==> config.mk <==
export PLATFORM = sky130hd
export DESIGN_NAME = hazard_stall_unit
export DESIGN_NICKNAME = d
export VERILOG_FILES = /design/src/rtl/hazard_stall_unit_pkg.sv /design/src/rtl/hazard_stall_unit_sat_counter.sv /design/src/rtl/hazard_stall_unit.sv
export SDC_FILE = /design/constraint.sdc
export NUM_CORES = 1
export LEC_CHECK = 0
export ABC_CLOCK_PERIOD_IN_PS = 2230
export CORE_ASPECT_RATIO = 1.75
export CORE_MARGIN = 3
export CORE_UTILIZATION = 49
export CTS_BUF_LIST = sky130_fd_sc_hd__clkbuf_4 sky130_fd_sc_hd__clkbuf_8 sky130_fd_sc_hd__clkbuf_16
export DETAILED_ROUTE_END_ITERATION = 6
export MAX_ROUTING_LAYER = met4
export PLACE_DENSITY = 0.8
export RECOVER_POWER = 25
export SYNTH_ARGS = -nofsm -noshare
export SYNTH_HDL_FRONTEND = slang
export SYNTH_SLANG_ARGS = --single-unit
==> constraint.sdc <==
create_clock -name clk -period 2.23 [get_ports clk]
set_input_delay 0.223 -clock clk [delete_from_list [all_inputs] [get_ports clk]]
set_output_delay 0.223 -clock clk [all_outputs]
set_load 0.03 [all_outputs]
==> src/rtl/hazard_stall_unit_pkg.sv <==
// Shared types and default widths for the ID-stage hazard/stall control block.
package hazard_stall_unit_pkg;

    localparam int unsigned REG_W_DEFAULT = 5;
    localparam int unsigned CNT_W_DEFAULT = 16;

    typedef enum logic [1:0] {
        StRun,
        StMemWait,
        StLuBubble
    } hz_state_t;

endpackage

==> src/rtl/hazard_stall_unit_sat_counter.sv <==
// Saturating up-counter with synchronous clear; holds at all-ones instead of wrapping.
module sat_counter #(
    parameter int unsigned CNT_W = 16
) (
    input  logic             clk,
    input  logic             rst,
    input  logic             inc,
    input  logic             clr,
    output logic [CNT_W-1:0] count
);

    logic [CNT_W-1:0] count_q;

    always_ff @(posedge clk) begin
        if (rst) begin
            count_q <= '0;
        end else if (clr) begin
            count_q <= '0;
        end else if (inc && (count_q != '1)) begin
            count_q <= count_q + 1'b1;
        end
    end

    assign count = count_q;

endmodule

==> src/rtl/hazard_stall_unit.sv <==
// ID-stage stall/freeze/flush decision with load-use bubble tracking,
// SRAM wait timeout detection and saturating performance counters.
module hazard_stall_unit
    import hazard_stall_unit_pkg::*;
#(
    parameter int unsigned REG_W    = REG_W_DEFAULT,
    parameter int unsigned CNT_W    = CNT_W_DEFAULT,
    parameter int unsigned WAIT_MAX = 255
) (
    input  logic             clk,
    input  logic             rst,
    input  logic             forward_en,
    input  logic [REG_W-1:0] src1_ID,
    input  logic [REG_W-1:0] src2_ID,
    input  logic             two_src_ID,
    input  logic [REG_W-1:0] dest_EXE,
    input  logic             WB_EN_EXE,
    input  logic             MEM_R_EN_EXE,
    input  logic [REG_W-1:0] dest_MEM,
    input  logic             WB_EN_MEM,
    input  logic             MEM_ACC_MEM,
    input  logic             mem_ready,
    input  logic             branch_taken,
    output logic             hazard_stall,
    output logic             freeze,
    output logic             flush,
    output logic             mem_timeout,
    output logic [CNT_W-1:0] stall_cnt,
    output logic [CNT_W-1:0] freeze_cnt
);

    localparam int unsigned WAIT_W = $clog2(WAIT_MAX + 1);

    hz_state_t state_q, state_d;

    logic m_exe, m_mem, raw_hazard, freeze_cond;
    logic stall_c, freeze_c, flush_c;
    logic timeout_q;
    logic [CNT_W-1:0]  stall_cnt_q, freeze_cnt_q;
    logic [WAIT_W-1:0] wait_cnt;

    assign m_exe = WB_EN_EXE &
                   ((src1_ID == dest_EXE) | (two_src_ID & (src2_ID == dest_EXE)));
    assign m_mem = WB_EN_MEM &
                   ((src1_ID == dest_MEM) | (two_src_ID & (src2_ID == dest_MEM)));

    // With forwarding only a load in EXE cannot be bypassed in time.
    assign raw_hazard  = forward_en ? (m_exe & MEM_R_EN_EXE) : (m_exe | m_mem);
    assign freeze_cond = MEM_ACC_MEM & ~mem_ready;

    always_ff @(posedge clk) begin
        if (rst) begin
            state_q <= StRun;
        end else begin
            state_q <= state_d;
        end
    end

    always_comb begin
        state_d  = state_q;
        freeze_c = 1'b0;
        flush_c  = 1'b0;
        stall_c  = 1'b0;
        unique case (state_q)
            StRun, StLuBubble: begin
                if (freeze_cond) begin
                    freeze_c = 1'b1;
                    state_d  = StMemWait;
                end else begin
                    flush_c = branch_taken;
                    stall_c = raw_hazard & ~branch_taken;
                    if ((state_q == StRun) && forward_en && stall_c) begin
                        state_d = StLuBubble;
                    end else begin
                        state_d = StRun;
                    end
                end
            end
            StMemWait: begin
                // A branch seen here is held upstream and re-presented after the freeze.
                if (!mem_ready) begin
                    freeze_c = 1'b1;
                end else begin
                    flush_c = branch_taken;
                    stall_c = raw_hazard & ~branch_taken;
                    state_d = StRun;
                end
            end
            default: state_d = StRun;
        endcase
    end

    assign hazard_stall = stall_c & ~rst;
    assign freeze       = freeze_c & ~rst;
    assign flush        = flush_c & ~rst;

    sat_counter #(.CNT_W(CNT_W)) u_stall_cnt (
        .clk   (clk),
        .rst   (rst),
        .inc   (hazard_stall),
        .clr   (1'b0),
        .count (stall_cnt_q)
    );

    sat_counter #(.CNT_W(CNT_W)) u_freeze_cnt (
        .clk   (clk),
        .rst   (rst),
        .inc   (freeze),
        .clr   (1'b0),
        .count (freeze_cnt_q)
    );

    sat_counter #(.CNT_W(WAIT_W)) u_wait_cnt (
        .clk   (clk),
        .rst   (rst),
        .inc   (freeze),
        .clr   (~freeze),
        .count (wait_cnt)
    );

    // Set at the edge closing the WAIT_MAX-th consecutive freeze cycle.
    always_ff @(posedge clk) begin
        if (rst) begin
            timeout_q <= 1'b0;
        end else if (freeze && (wait_cnt >= WAIT_W'(WAIT_MAX - 1))) begin
            timeout_q <= 1'b1;
        end
    end

    assign mem_timeout = timeout_q & ~rst;
    assign stall_cnt   = rst ? '0 : stall_cnt_q;
    assign freeze_cnt  = rst ? '0 : freeze_cnt_q;

endmodule

==> results.txt <==
Layout area overhead: 38.7%
Ratio of cells with drive above 1 in the final layout: 14.6%
Crit. End Element: output port
Switching Fraction: 24.5%
Grt ovf: 0
Cell variety after synth: 39
Async set or reset register ratio after synthesis: 0%
Syn nets: 350
Vias per cell: 5.68
Max Cap Viol: 0
Final Non-Filler Cells: 457
Finished Cell Area: 3570 µm²
Core Util, Final: 71.1%
Register area share after synthesis: 33.5%
# rows: 34
Tcrit/Tclk final: 96.9%
Status: finished clean
Pwr/cell area: 417 nW/µm²
# IOs: 66
Die span in x: 60.8 µm
Hold Path End: u_stall_cnt.count[0]
Post-synth top cells: dfxtp_1, nor2_1, nor2b_1
Main flop type after synthesis: dfxtp_1
Reg2reg path depth: 6
Synthesis Warnings: 0
HPWL Detailed: 5200 µm
CTS tree: built
Flop pwr share: 52.3%
Critical path class: in2out
Largest net degree at the start of global routing: 36
Wirelength, routed: 6790 µm
DP Area: 3390 µm²
CP arrival: 1940 ps
Mapped Avg Cell Area: 8.14 µm²
Total GRT Usage: 23.8%
Comb pwr share: 14.1%
Residual DRC: 0
HP Class: in2reg
Leak Pwr: 0.00133 µW
Synthesized area: 2570 µm²
FF+latch count, synth: 43
Worst r2r dst: u_stall_cnt.count[15]
Clk root buf: clkbuf_8
Maximum vdd drop: 0.373 mV
TritonCTS buffer count: 5
Achievable frequency: 0.463 GHz
Switching pwr: 364 µW
Vias in the first global route: 2,644
Nets: 436
HP Start: rst
Detailed Route Iter0 Violations: 66
Die area: 6190 µm²
Hold WS: 377 ps
I/O Buffers: 65
Post-synth EDFFs: 0
H-tree levels: 2
Post-Syn Instances: 316
Slew margin rel.: 67.1%
1st-pass router iterations: 4
Via count: 2,594
Worst path required time: 2010 ps
Endpoints failing hold: 0
Core ar.: 5020 µm²
Clock power frac: 33.6%
Final setup fails: 0
Max Clock Skew: 7.49 ps
Max Slew Vio Count: 0
Worst-Margin Slew: 488 ps
Min cycle time layout: 2160 ps
Worst Path Max Fanout: 6
Worst R2R Start: u_stall_cnt.count[7]
R2r setup slk: 230 ps
Routed length per instance: 14.9 µm
Clock Sinks: 43
Die height: 102 µm
Most frequent cell after synthesis: dfxtp_1
CP startpoint kind: input pin
Final Wtd Congestion: 0.880
Internal power: 1120 µW
Global-route wire length before repair: 11,200 µm
Leading post-synthesis cells by cell area: dfxtp_1, nor2b_1, xnor2_1, nor2_1, nand3_1
Clk slew on worst S/H paths: 80 ps
Initial Util: 51.2%
Ant. Diodes: 0
Hold Crit Depth: 3
Initial antenna violation count: 0
Antenna Nets Post-Route: 0
Longest Clk Path Bufs: 2
Synth area leader: dfxtp_1
Setup TNS: 0 ps
Clk_lat worst skew: 290 ps
Placed Instances: 445
Post-synth top area share: 33.5%
cell usage in the layout (no fill, tap or decap), types with 6 or more instances in the layout:
master            n
nand4_1          14
mux2_2            7
o21ai_0           7
nor2b_1          36
xor2_1            8
nand2_1          18
or4_1             6
xnor2_1          25
o31ai_1           7
nor3_1           12
nor2_1           36
a21oi_1           9
and3_1            6
nand3_1          19
dfxtp_1          43
nor4_1            9
clkdlybuf4s50_1  47
buf_4            24
dlygate4sd3_1     7
inv_1             9
cells by family (layout without fill, tap and decap cells):
group	Yosys count	after routing	synth area share, %
xor gates and xnor gates	35	35	11.9
and+or+nand+nor	175	175	37.3
adders and majority gates	4	4	1.95
muxes	9	9	4.23
buffers and inverters	20	107	3.36
AOI/OAI and AO/OA	30	30	7.83
DFF	43	43	33.5
power groups by stage:
stage	Sequential, µW	Combinational, µW	Clock, µW
3_3_place_gp	796	200	0
5_1_grt	779	228	545
2_1_floorplan	795	96.1	0
4_1_cts	778	205	519
3_5_place_dp	796	202	0
6_report	778	210	499
routing by layer:
metal	up-vias	share of wire, %	track usage (%)
li1	1290	-	-
met1	1209	36	22.4
met2	77	55	43.9
met3	18	6.3	5.69
met4	0	2.8	10.0
met5	-	0	-
flip-flops by register name, indices dropped and copies added, names as in the netlist:
name                cells
u_wait_cnt.count        8
u_freeze_cnt.count     16
timeout_q               1
state_q                 2
u_stall_cnt.count      16
worst max-delay path: stages:
cell and delay [ps]:
clkdlybuf4s50_1 430, buf_4 150, xnor2_1 110, and3_4 190, o41ai_4 430, buf_6 180, nor3_2 40, buf_4 170
stage by stage:
| step | worst slack (ps) | power [µW] |
|---|---|---|
| finish | 68.2 | 1490 |
| global placement | -201 | 995 |
| detailed placement | -233 | 998 |
| CTS | 4.73 | 1500 |
| global route | -2.64 | 1550 |
| floorplan | 197 | 891 |
how the worst max path moves through the flow:
stage	slack [ps]	from	endpoint	depth (start not counted)
after floorplan	200	src1_ID[3]	hazard_stall	6
after global placement	-200	dest_EXE[2]	u_stall_cnt.count[4]	8
after detailed placement	-230	src1_ID[2]	u_stall_cnt.count[10]	8
after CTS	5	dest_MEM[2]	hazard_stall	9
after global routing	-3	dest_EXE[4]	hazard_stall	8
final	70	dest_MEM[0]	hazard_stall	8
layout make-up:
cell class                      count  area [µm²]
Timing Repair Buffer               90         835
Clock buffer                        7        83.8
Fill cell                         433        1450
Clock inverter                      1        5.00
Multi-Input combinational cell    253        1680
Sequential cell                    43         861
Inverter                            9        33.8
Tap cell                           54        67.6
what timing repair did:
| action | in CTS | in global routing |
|---|---|---|
| endpoints found under the setup margin | 1 | 3 |
| hold buffers | 0 | 0 |
| pin swaps | 2 | 7 |
| buffers inserted | 1 | 2 |
| gates cloned | 0 | 1 |
| resized for setup | 8 | 11 |
Note: power is estimated with default switching activity, not from simulation.
